File: src/rtl/mod9_check_arbiter.sv
`default_nettype none
// +--------------------------------------------------------------------------+
// | mod9_check_arbiter: two-requester round-robin front end feeding a serial |
// | MSB-first mod-9 residue engine. Rev 1.0 - initial release.               |
// +--------------------------------------------------------------------------+
module mod9_check_arbiter #(
  parameter int WIDTH = 8
) (
  input  logic             clk,
  input  logic             rst,
  input  logic             req0_valid,
  input  logic [WIDTH-1:0] req0_data,
  output logic             req0_ready,
  input  logic             req1_valid,
  input  logic [WIDTH-1:0] req1_data,
  output logic             req1_ready,
  input  logic             abort,
  output logic             res_valid,
  output logic             res_div,
  output logic [3:0]       res_rem,
  output logic             res_id,
  output logic             busy
);

  localparam int CW = $clog2(WIDTH + 1);

  typedef enum logic [1:0] {
    IDLE  = 2'd0,
    SHIFT = 2'd1,
    DONE  = 2'd2
  } state_t;

  state_t           r_state;
  state_t           w_next;
  logic             r_last;
  logic [WIDTH-1:0] r_sr;
  logic [3:0]       r_res;
  logic [CW-1:0]    r_cnt;
  logic             r_owner;
  logic             r_res_valid;
  logic             r_res_div;
  logic [3:0]       r_res_rem;
  logic             r_res_id;

  logic             w_gnt0;
  logic             w_gnt1;
  logic             w_hs;
  logic [4:0]       w_dbl;
  logic [3:0]       w_sub;
  logic [3:0]       w_res_nxt;
  logic             w_last_bit;

  // r_last = 1 means requester 1 was granted last, so requester 0 wins a tie.
  assign w_gnt0     = req0_valid & (~req1_valid | r_last);
  assign w_gnt1     = req1_valid & (~req0_valid | ~r_last);
  assign req0_ready = rst & (r_state == IDLE) & w_gnt0;
  assign req1_ready = rst & (r_state == IDLE) & w_gnt1;
  assign w_hs       = req0_ready | req1_ready;

  // 2*res+bit <= 17 fits 5 bits; one conditional subtract keeps it in 0..8.
  assign w_dbl      = {r_res, r_sr[WIDTH-1]};
  assign w_sub      = w_dbl[3:0] - 4'd9;
  assign w_res_nxt  = (w_dbl >= 5'd9) ? w_sub : w_dbl[3:0];
  assign w_last_bit = (r_cnt == CW'(1));

  always_ff @(posedge clk or negedge rst) begin
    if (!rst) begin
      r_state <= IDLE;
    end else begin
      r_state <= w_next;
    end
  end

  always_comb begin
    w_next = r_state;
    case (r_state)
      IDLE:    if (w_hs) w_next = SHIFT;
      SHIFT: begin
        if (abort)           w_next = IDLE;
        else if (w_last_bit) w_next = DONE;
      end
      DONE:    w_next = IDLE;
      default: w_next = IDLE;
    endcase
  end

  always_ff @(posedge clk or negedge rst) begin
    if (!rst) begin
      r_last      <= 1'b1;
      r_sr        <= '0;
      r_res       <= 4'd0;
      r_cnt       <= '0;
      r_owner     <= 1'b0;
      r_res_valid <= 1'b0;
      r_res_div   <= 1'b0;
      r_res_rem   <= 4'd0;
      r_res_id    <= 1'b0;
    end else begin
      r_res_valid <= 1'b0;
      case (r_state)
        IDLE: begin
          if (w_hs) begin
            r_sr    <= req1_ready ? req1_data : req0_data;
            r_res   <= 4'd0;
            r_cnt   <= CW'(WIDTH);
            r_owner <= req1_ready;
            r_last  <= req1_ready;
          end
        end
        SHIFT: begin
          if (!abort) begin
            r_sr  <= {r_sr[WIDTH-2:0], 1'b0};
            r_res <= w_res_nxt;
            r_cnt <= r_cnt - CW'(1);
          end
        end
        DONE: begin
          if (!abort) begin
            r_res_valid <= 1'b1;
            r_res_rem   <= r_res;
            r_res_div   <= (r_res == 4'd0);
            r_res_id    <= r_owner;
          end
        end
        default: begin
          r_res_valid <= 1'b0;
        end
      endcase
    end
  end

  assign res_valid = r_res_valid;
  assign res_div   = r_res_div;
  assign res_rem   = r_res_rem;
  assign res_id    = r_res_id;
  assign busy      = (r_state != IDLE);

endmodule
`default_nettype wire

File: config.mk
export PLATFORM = sky130hd
export DESIGN_NAME = mod9_check_arbiter
export DESIGN_NICKNAME = d
export VERILOG_FILES = /design/src/rtl/mod9_check_arbiter.sv
export SDC_FILE = /design/constraint.sdc
export NUM_CORES = 1
export LEC_CHECK = 0
export ABC_AREA = 1
export ABC_CLOCK_PERIOD_IN_PS = 1750
export BUFFER_PORTS_ARGS = -buffer_cell sky130_fd_sc_hd__clkbuf_2
export CORE_ASPECT_RATIO = 1.2
export CORE_MARGIN = 4
export CORE_UTILIZATION = 54
export DETAILED_ROUTE_END_ITERATION = 7
export GPL_ROUTABILITY_DRIVEN = 1
export PLACE_DENSITY = 0.81
export SLEW_MARGIN = 20
export SYNTH_ARGS = -nofsm -noshare
export SYNTH_HDL_FRONTEND = slang
export SYNTH_SLANG_ARGS = --single-unit
File: constraint.sdc
create_clock -name clk -period 1.75 [get_ports clk]
set_input_delay 0.0875 -clock clk [delete_from_list [all_inputs] [get_ports clk]]
set_output_delay 0.0875 -clock clk [all_outputs]
set_load 0.05 [all_outputs]
# Yosys cells after proc, flatten, opt, wreduce, memory -nomap -nowiden
# Index checks and enable logic that the tools add are counted.
# totals
ff_bits	27
in_bits	21
output_inout_bits	10
wordCells	56
# classes
add_sub_neg	2
n_lt_le_gt_ge	1
eq_ne	6
muxes	17
n_bitwise	12
n_reduce_logical	8
# op_table
cell	count
$mux W8	3
$mux W4	5
$pmux W4 S2	2
$pmux W8 S2	1
$mux W2	3
$reduce_and A2 Y1	3
$and A1 B1 Y1	5
$ge A5 B4 Y1 const B	1
$eq A4 B1 Y1 const B	1
$logic_not A4 Y1	1
$ne A2 B2 Y1 const B	2
$not A1 Y1	4
$pmux W2 S2	1
$reduce_bool A2 Y1	2
$sub A4 B1 Y4 const B	1
$sub A4 B4 Y4 const B	1
$ne A3 B3 Y1 const B	1
$or A1 B1 Y1	3
$reduce_and A3 Y1	1
$eq A2 B1 Y1 const B	1
$eq A2 B2 Y1 const B	1
$logic_not A2 Y1	1
$mux W1	2

# Depth between registers and ports, before layout
# Gate-level depths: netlist of run 1.
# depth
word_depth	7
ltp_mapped	10
ltp_nobuf	9

# Least setup slack after synthesis of run 1
# OpenSTA, ideal clock, no wires.
# synth_path
path_type	flip-flop to flip-flop
from	register r_state[1]
to	register r_owner
setup_time_ps	142
t_arrival_ps	1455
required_time_ps	1608
path_slack_ps	154
path_stages_with_launch	7
n_path_buf	0
synth_period_minus_slack_ps	1596
path_cell_list	dfrtp_1 inv_2 nand2_2 nor2_8 nand2_2 inv_1 o21ai_0
# synth_between
elab_chain_cells	5
elab_cells_between_ends	6
classes_between	bitwise (4); reduce/logical (2)
# synth_lines
item	line	source
from (decl)	33	state_t r_state;
from (signal assigned)	70	r_state <= w_next;
$logic_not A2 Y1	56	assign req0_ready = rst & (r_state == IDLE) & w_gnt0;
$and A1 B1 Y1 (2 in series)	56	
via req0_ready	13	output logic req0_ready,
$or A1 B1 Y1	58	assign w_hs = req0_ready | req1_ready;
$reduce_and A2 Y1 (no line)	-	
to (signal assigned)	106	r_owner <= req1_ready;
to (decl)	39	logic r_owner;
# The timed path passes the listed nets, and every way through them passes these cells.
# A chain may end at the register's enable or synchronous reset.

# Worst setup path in the final report of run 1
# layout_path
from	register r_state[0]
to	output port req0_ready
# layout_between
elab_chain_cells	3
# layout_lines
item	line
$logic_not A2 Y1	56
$and A1 B1 Y1 (2 in series)	56
to (decl)	13
# Every way passes these cells.

==> impl_metrics.yaml, run 1 <==
outcome:
  outcome: "finished, final reports clean"
yosys:
  synth.distinct_cells: 24
  synth_edf_count: 0
  synth_flop_cell: "dfrtp_1"
  ys_ff_latch: 27
  netlist_area_mm2: 0.00152
  syn_area_per_cell_um2: 7.90
  ys_warn_count: 0
  netlist_instances: 193
  synth_nets: 218
  synth_async_sr_flop_share_pct: 100
  synth-seq-area-share_pct: 44.4
global_routing:
  grt_pass1_vias: 1249
  antenna_found_initial: 0
  grt_pass1_wl_um: 5290
  grtUsageTotal_pct: 17.7
  grt_max_degree: 27
  grt.overflow.total: 0
drt:
  detail-route-antenna-nets: 0
  wirelength_um: 2950
  wl_per_cell_um: 11.4
  vias: 1268
  drc_errors: 0
  dr.pass1.iters: 4
  via_per_inst: 4.90
  drt_iter0_drc: 35
floorplanning:
  rows: 20
  initial_core_util_pct: 58.0
  fp.dieW_um: 56.5
  die_area_mm2: 0.00374
  dieHeight_um: 66.2
  core_area_mm2: 0.00263
  io_pins: 31
sta:
  finalHoldViolCount: 0
  drv_slew: 0
  finClkSkew_ns: 0.00197
  setup_viol: 0
  max_slew.worst_pin.slew_ns: 0.318
  fmaxAchievable_ghz: 0.608
  fin_crit_sh_pct: 94.0
  maxSlewHeadroom_pct: 78.8
  rsz0062_at_grt: "no"
  setup_tns_ns: 0
  finalWorstPathRequiredPeriod_ns: 1.65
final_layout:
  drive_above_1_share_pct: 24.8
  fillCellCount: 258
  areaGrowthSynthToFinish_pct: 14.3
  finalNetCount: 252
  antenna_cells: 0
  final_cell_mix: "52 x nand2_1, 28 x clkbuf_2, 26 x nand3_1, 26 x dfrtp_1, 24 x inv_1"
  multi_input_comb_area_um2: 701
  ff_latch_area_um2: 677
  layout_commonest_cell: "nand2_1"
  utilization_pct: 66.3
worst_setup_path:
  cp_cell_sequence: "inv_2 -> nand2_2 -> nor2_8 -> nand2_2 -> inv_1 -> clkbuf_4"
  crit_fanout: 9
  r2r-end: "r_sr[3]"
  endpoint: "req0_ready"
  path_buf_inv: 3
  crit_top_cell: "nand2_2"
  slowest_stage: "dfrtp_1"
  path_depth: 6
  cp-startpoint: "r_state[0]"
  worstRegToRegCells: 8
  critPathKind: "register to output port"
  r2r-start: "r_last"
  r2r_slack_ns: 0.25
  startpoint_type: "register"
  cp.required_ns: 1.66
  end_kind: "output port"
  arrival_ns: 1.56
  crit_path_max_incr_delay_ns: 0.42
  crit_family: "buffers and inverters"
clock_network:
  cts_buffers: 3
  cts_tree: "done"
  root_buffer: "clkbuf_4"
  cts_sinks: 27
  clock_path_buffers: 2
  clk_pin_slew_ns: 0.15
  cts.htree.levels: 1
  clkLatencyLatePin_ns: 0.32
power_and_ir_drop:
  p_sw_mw: 1.47
  leakagePower_nw: 0.978
  internal_power_mw: 1.49
  peakVddDrop_mv: 0.858
  clock_power_share_pct: 9.2
  seqPwrFrac_pct: 36.1
  cellPowerDensity_mw_per_mm2: 1700
  p_sw_share_pct: 49.6
  p_comb_share_pct: 54.8
placed_design:
  hpwl_um: 2340
  io_buffers: 30
  place_congestion: 0.808
flow_run:
  drv_cap: 0
min_path:
  min_path_cells: 3
  hold_path_class: "input pin to register"
## Yosys cell counts (2+ instances only)
| cell | number | area, µm² |
|---|---|---|
| nor3_1 | 2 | 10.0 |
| a21oi_1 | 2 | 10.0 |
| nand2_2 | 3 | 18.8 |
| o21bai_1 | 7 | 52.6 |
| nor2_1 | 6 | 22.5 |
| inv_2 | 6 | 22.5 |
| nand2_1 | 52 | 195 |
| o21ai_0 | 14 | 70.1 |
| inv_1 | 24 | 90.1 |
| xor2_1 | 2 | 17.5 |
| or2_2 | 7 | 43.8 |
| dfrtp_1 | 26 | 651 |
| nand3_1 | 26 | 130 |
| buf_6 | 3 | 33.8 |
| ha_1 | 4 | 50.1 |
## kinds of logic (layout without fill, tap and decap cells)
logic type	after synthesis	count (layout)	synth area share, %
compound gates	25	25	9.52
xor+xnor	2	2	1.15
fa+ha+maj	4	4	3.28
buf+inv	34	67	9.93
flops	27	27	44.4
simple gates	101	101	31.7
## what timing repair did
| action | CTS | global route |
|---|---|---|
| hold buffers | 2 | 0 |
| buffers inserted | 0 | 0 |
| setup endpoints to repair | 0 | 2 |
| gates resized for setup | 0 | 4 |
| endpoints found under the hold margin | 28 | 0 |
## final cells by class
class	instances	share of cell area, %
multi-input combinational	132	40.2
sequential	27	38.9
timing repair buffer	33	10.3
inverter	30	6.47
tap	33	2.37
clock buffer	3	1.29
clock inverter	1	0.431
## power groups by stage
stage	clock [mW]	combinational (mW)	sequential, mW
after floorplan	0	1.14	1.27
after global placement	0	1.58	1.07
after detailed placement	0	1.62	1.08
after CTS	0.285	1.63	1.07
after global routing	0.320	1.83	1.10
final	0.272	1.62	1.07
## worst min-delay path: stages
cell and delay, ns:
clkbuf_2 0.08, o21ai_0 0.08, o21ai_1 0.11
## metal layers
metal  global-route usage (%)  vias to the layer above  wire length (µm)
met5                        0                        -                 0
met4                     5.04                        0                21
met1                     22.2                      562              1370
met3                     2.93                        2               132
li1                         -                      677                 -
met2                     31.2                       27              1420
## state kept, by name (all words and copies together) (netlist names)
register   count
r_sr           8
r_owner        1
r_res          4
res_id         1
res_valid      1
r_cnt          4
res_div        1
r_state        2
r_last         1
res_rem        4
## worst min path at each step
stage               endpoint  slack (ns)    startpoint
global placement      r_last        0.09           rst
global route         r_sr[0]        0.08  req1_data[0]
detailed placement    r_last        0.08           rst
finish               r_sr[0]        0.07  req1_data[0]
CTS                  r_sr[0]        0.05  req1_data[0]
floorplan           r_cnt[0]       -0.21           rst
## through the flow
step                hold WS, ns  total power [mW]  cell area (µm²)  setup WS [ns]  cells
global route             0.0810              3.26             1740        0.00429    259
CTS                      0.0540              2.98             1730         0.0611    259
floorplan                -0.208              2.41             1520          0.154    193
finish                   0.0669              2.96             1740          0.104    259
detailed placement       0.0842              2.70             1680          0.254    253
global placement         0.0850              2.65             1680          0.303    253
(Power assumes the default switching activity.)
==> run 2, diff against run 1 <==
--- a/config.mk
+++ b/config.mk
@@ -14,6 +14,7 @@
 export DETAILED_ROUTE_END_ITERATION = 7
 export GPL_ROUTABILITY_DRIVEN = 1
 export PLACE_DENSITY = 0.81
+export RECOVER_POWER = 50
 export SLEW_MARGIN = 20
 export SYNTH_ARGS = -nofsm -noshare
 export SYNTH_HDL_FRONTEND = slang
==> run 2 against run 1 <==
Non-clock buffer count stayed put. Power down 0.21%. Core utilization is 0.24 points lower. Worst setup slack about the same. Highest routed layer unchanged. Critical endpoint unchanged.
==> impl_metrics.yaml, run 2 (synthesis results as in run 1) <==
outcome:
  outcome: "finished, final reports clean"
sta:
  setup_tns_ns: 0
  finalHoldViolCount: 0
  drv_slew: 0
  rsz0062_at_grt: "no"
  fin_crit_sh_pct: 94.1
  max_slew.worst_pin.slew_ns: 0.621
  finalWorstPathRequiredPeriod_ns: 1.65
  finClkSkew_ns: 0.00197
  maxSlewHeadroom_pct: 58.6
  fmaxAchievable_ghz: 0.608
  setup_viol: 0
floorplanning:
  io_pins: 31
  die_area_mm2: 0.00374
  dieHeight_um: 66.2
  core_area_mm2: 0.00263
  fp.dieW_um: 56.5
  rows: 20
  initial_core_util_pct: 58.0
power_and_ir_drop:
  total_power_mw: 2.95
  peakVddDrop_mv: 0.858
  cellPowerDensity_mw_per_mm2: 1700
  leakagePower_nw: 0.967
clock_network:
  cts.htree.levels: 1
  clkLatencyLatePin_ns: 0.32
  cts_setup_buffers: 0
  cts_sinks: 27
  root_buffer: "clkbuf_4"
  clock_path_buffers: 2
  clk_pin_slew_ns: 0.15
  cts_tree: "done"
  cts_buffers: 3
worst_setup_path:
  arrival_ns: 1.56
  slowest_stage: "dfrtp_1"
  crit_fanout: 9
  crit_family: "buffers and inverters"
  crit_top_cell: "nand2_2"
  critPathKind: "register to output port"
  crit_path_max_incr_delay_ns: 0.42
  startpoint_type: "register"
  cp.required_ns: 1.66
  cp_cell_sequence: "inv_2 -> nand2_2 -> nor2_8 -> nand2_2 -> inv_1 -> clkbuf_4"
  path_buf_inv: 3
  end_kind: "output port"
min_path:
  hold_path_class: "input pin to register"
drt:
  vias: 1270
  wl_per_cell_um: 11.4
  detail-route-antenna-nets: 0
  drt_iter0_drc: 35
  via_per_inst: 4.90
  dr.pass1.iters: 4
  drc_errors: 0
  wirelength_um: 2960
final_layout:
  ff_latch_area_um2: 677
  antenna_cells: 0
  top_register: "r_sr"
  multi_input_comb_area_um2: 701
  layout_commonest_cell: "nand2_1"
  drive_above_1_share_pct: 23.5
  final_cell_mix: "52 x nand2_1, 26 x nand3_1, 26 x clkbuf_2, 26 x dfrtp_1, 24 x inv_1"
  largest_register_ffs: 8
  final_cell_count_no_fill: 259
  fillCellCount: 258
  areaGrowthSynthToFinish_pct: 13.9
  finalNetCount: 252
global_routing:
  antenna_found_initial: 0
  grt.overflow.total: 0
  grt_pass1_vias: 1249
  grtUsageTotal_pct: 17.7
  grt_pass1_wl_um: 5290
  grt_max_degree: 27
placed_design:
  io_buffers: 30
  place_congestion: 0.808
  dp_cells: 253
  hpwl_um: 2340
flow_run:
  drv_cap: 0
-- run 2: cell types whose count changed in the layout (fill, tap and decap cells not counted) --
| cell | before | now |
|---|---|---|
| buf_4 | 1 | 0 |
| clkbuf_1 | 0 | 3 |
| clkbuf_2 | 28 | 26 |
-- run 2: worst paths after layout --
path                         endpoint         start  slack (ns)  depth (start not counted)
max                        req0_ready    r_state[0]        0.10                          6
min                           r_sr[0]  req1_data[0]        0.07                          3
max reg2reg                   r_sr[3]        r_last        0.25                          8
min reg2reg                 res_valid    r_state[0]        0.49                          1
max in group asynchronous     res_div           rst        0.89                          3
min in group asynchronous      r_last           rst        0.26                          2
-- run 2: stage by stage --
step	setup WS (ns)	hold slack, ns	instance area [µm²]	utilization, %
3_3_place_gp	0.303	0.0850	1680	64.1
6_report	0.104	0.0681	1740	66.0
2_1_floorplan	0.154	-0.208	1520	-
5_1_grt	0.00429	0.0810	1740	66.0
3_5_place_dp	0.254	0.0842	1680	64.1
4_1_cts	0.0611	0.0540	1730	66.0
-- run 2: final cells by class --
type,instances,share of cell area (%)
clock buffer,3,1.30
clock inverter,1,0.433
inverter,30,6.49
multi-input combinational,132,40.4
sequential,27,39.0
tap,33,2.38
timing repair buffer,33,10.0
-- run 2: tightest hold or removal path, cell delays in order --
cell and delay (ns):
clkbuf_2 0.08, o21ai_0 0.08, o21ai_1 0.11
-- run 2: power breakdown --
part / switching [mW] / leakage [nW] / internal (mW)
sequential: 0.162 / 0.342 / 0.904
clock: 0.184 / 0.0139 / 0.0872
combinational: 1.12 / 0.612 / 0.491
-- run 2: timing repair --
action,CTS,global route
gates resized for setup,0,4
hold buffers,2,0
endpoints found under the setup margin,0,2
hold endpoints to repair,28,0
-- run 2: per-layer routing --
| metal | global-route usage [%] | routed length, µm |
|---|---|---|
| met1 | 22.2 | 1370 |
| met2 | 31.2 | 1430 |
| met3 | 2.93 | 143 |
| met4 | 5.04 | 21 |
| met5 | 0 | 0 |
==> run 3, diff against run 2 <==
--- a/config.mk
+++ b/config.mk
@@ -13,7 +13,7 @@
 export CORE_UTILIZATION = 54
 export DETAILED_ROUTE_END_ITERATION = 7
 export GPL_ROUTABILITY_DRIVEN = 1
-export PLACE_DENSITY = 0.81
+export PLACE_DENSITY = 0.88
 export RECOVER_POWER = 50
 export SLEW_MARGIN = 20
 export SYNTH_ARGS = -nofsm -noshare
==> run 3 against run 2 <==
Register-to-register slack worse by 0.02 ns. Design area down 0.50%. Sequential cell count unchanged. First-iteration DRC count up 31%. Clock power about the same. Highest routed layer unchanged. Sequential share of layout area up 0.20 points. Fmax down 0.33%. Core utilization down 0.33 points. Power down 0.98%. Largest power group unchanged. Clock skew about the same. Die area unchanged.
==> impl_metrics.yaml, run 3 (synthesis results as in run 1) <==
worst_setup_path:
  cp.required_ns: 1.66
  crit_family: "flip-flops"
  arrival_ns: 1.56
  path_buf_inv: 3
  slowest_stage: "dfstp_2"
  startpoint_type: "register"
  cp_cell_sequence: "nand2_1 -> nand2_2 -> inv_2 -> nand2_4 -> inv_1 -> clkbuf_2"
  worstRegToRegCells: 8
  critPathKind: "register to output port"
  crit_path_max_incr_delay_ns: 0.55
  path_depth: 6
  crit_fanout: 8
  end_kind: "output port"
drt:
  detail-route-antenna-nets: 0
  wirelength_um: 2750
  dr.pass1.iters: 4
  via_per_inst: 5.00
  drc_errors: 0
  wl_per_cell_um: 10.6
  vias: 1294
  drt_iter0_drc: 46
final_layout:
  final_cell_count_no_fill: 259
  largest_register_ffs: 8
  finalNetCount: 252
  layout_commonest_cell: "nand2_1"
  drive_above_1_share_pct: 23.0
  final_area_mm2: 0.00173
  areaGrowthSynthToFinish_pct: 13.3
  antenna_cells: 0
  fillCellCount: 251
  utilization_pct: 65.7
  top_register: "r_sr"
  final_cell_mix: "52 x nand2_1, 27 x clkbuf_2, 26 x nand3_1, 26 x dfrtp_1, 24 x inv_1"
floorplanning:
  dieHeight_um: 66.2
  fp.dieW_um: 56.5
  io_pins: 31
  rows: 20
  die_area_mm2: 0.00374
  initial_core_util_pct: 58.0
  core_area_mm2: 0.00263
placed_design:
  place_ws_ns: 0.243
  io_buffers: 30
  dp_cells: 253
  place_congestion: 0.834
  hpwl_um: 2170
  postPlaceCellArea_mm2: 0.00168
clock_network:
  cts_buffers: 3
  clk_pin_slew_ns: 0.14
  cts_setup_buffers: 0
  cts_sinks: 27
  root_buffer: "clkbuf_4"
  clkLatencyLatePin_ns: 0.32
  cts_tree: "done"
  cts.htree.levels: 1
  clock_path_buffers: 2
sta:
  fin_hold_ws_ns: 0.0651
  fmaxAchievable_ghz: 0.606
  max_slew.worst_pin.slew_ns: 0.599
  finalWorstPathRequiredPeriod_ns: 1.65
  setup_viol: 0
  finalHoldViolCount: 0
  maxSlewHeadroom_pct: 60.1
  rsz0062_at_grt: "no"
  drv_slew: 0
  fin_crit_sh_pct: 94.4
  finClkSkew_ns: 0.00173
  setup_tns_ns: 0
  finalWorstSetupSlack_ns: 0.0986
min_path:
  min_path_cells: 3
  hold_path_class: "input pin to register"
power_and_ir_drop:
  seqPwrFrac_pct: 36.6
  leakagePower_nw: 0.965
  internal_power_mw: 1.48
  clock_power_share_pct: 9.2
  p_sw_share_pct: 49.2
  peakVddDrop_mv: 1.06
  total_power_mw: 2.92
  cellPowerDensity_mw_per_mm2: 1690
  p_sw_mw: 1.44
  p_comb_share_pct: 54.2
global_routing:
  grt_pass1_vias: 1128
  grt_max_degree: 26
  grt.overflow.total: 0
  grt_pass1_wl_um: 4920
  grtUsageTotal_pct: 16.6
  antenna_found_initial: 0
outcome:
  outcome: "finished, final reports clean"
flow_run:
  drv_cap: 0
run 3: cell types whose count changed in the layout (fill, tap and decap cells not counted):
cell,before,now
nand2_4,2,1
clkinvlp_4,1,0
buf_2,1,0
clkbuf_1,3,4
nand2_2,2,3
clkbuf_2,26,27
run 3: layout make-up:
class                           count  area [µm²]  share of cell area (%)
Inverter                           30         113                    6.52
Tap cell                           33        41.3                    2.39
Sequential cell                    27         677                    39.2
Multi-Input combinational cell    132         696                    40.3
Timing Repair Buffer               33         174                    10.1
Clock buffer                        4        26.3                    1.52
run 3: worst paths after layout:
kind,from,end,slack (ns)
setup / recovery,r_last,req1_ready,0.1
hold / removal,req1_data[0],r_sr[0],0.07
setup reg to reg,r_last,r_sr[0],0.23
hold reg to reg,r_sr[6],r_sr[6],0.50
max in group asynchronous,rst,res_rem[1],0.89
min in group asynchronous,rst,r_state[1],0.09
run 3: repair_timing:
item,CTS,global route
setup endpoints to repair,0,1
hold buffers,2,0
resized for setup,0,2
endpoints found under the hold margin,28,0
run 3: worst min-delay path, stage by stage:
cell and delay (ns):
clkbuf_2 0.08, o21ai_0 0.08, o21ai_1 0.11
run 3: power groups by stage:
stage	Clock (mW)	Sequential, mW	Combinational (mW)
after global placement	0	1.08	1.56
after detailed placement	0	1.08	1.60
after global routing	0.302	1.11	1.80
final	0.269	1.07	1.58
after CTS	0.271	1.07	1.60
after floorplan	0	1.27	1.14
run 3: routing by layer:
| layer | vias to the layer above | track usage (%) | part of all wire, % |
|---|---|---|---|
| met2 | 44 | 26.7 | 45 |
| li1 | 677 | - | - |
| met5 | - | 0 | 0 |
| met3 | 5 | 2.73 | 7.8 |
| met4 | 0 | 5.34 | 1.5 |
| met1 | 568 | 22.7 | 46 |
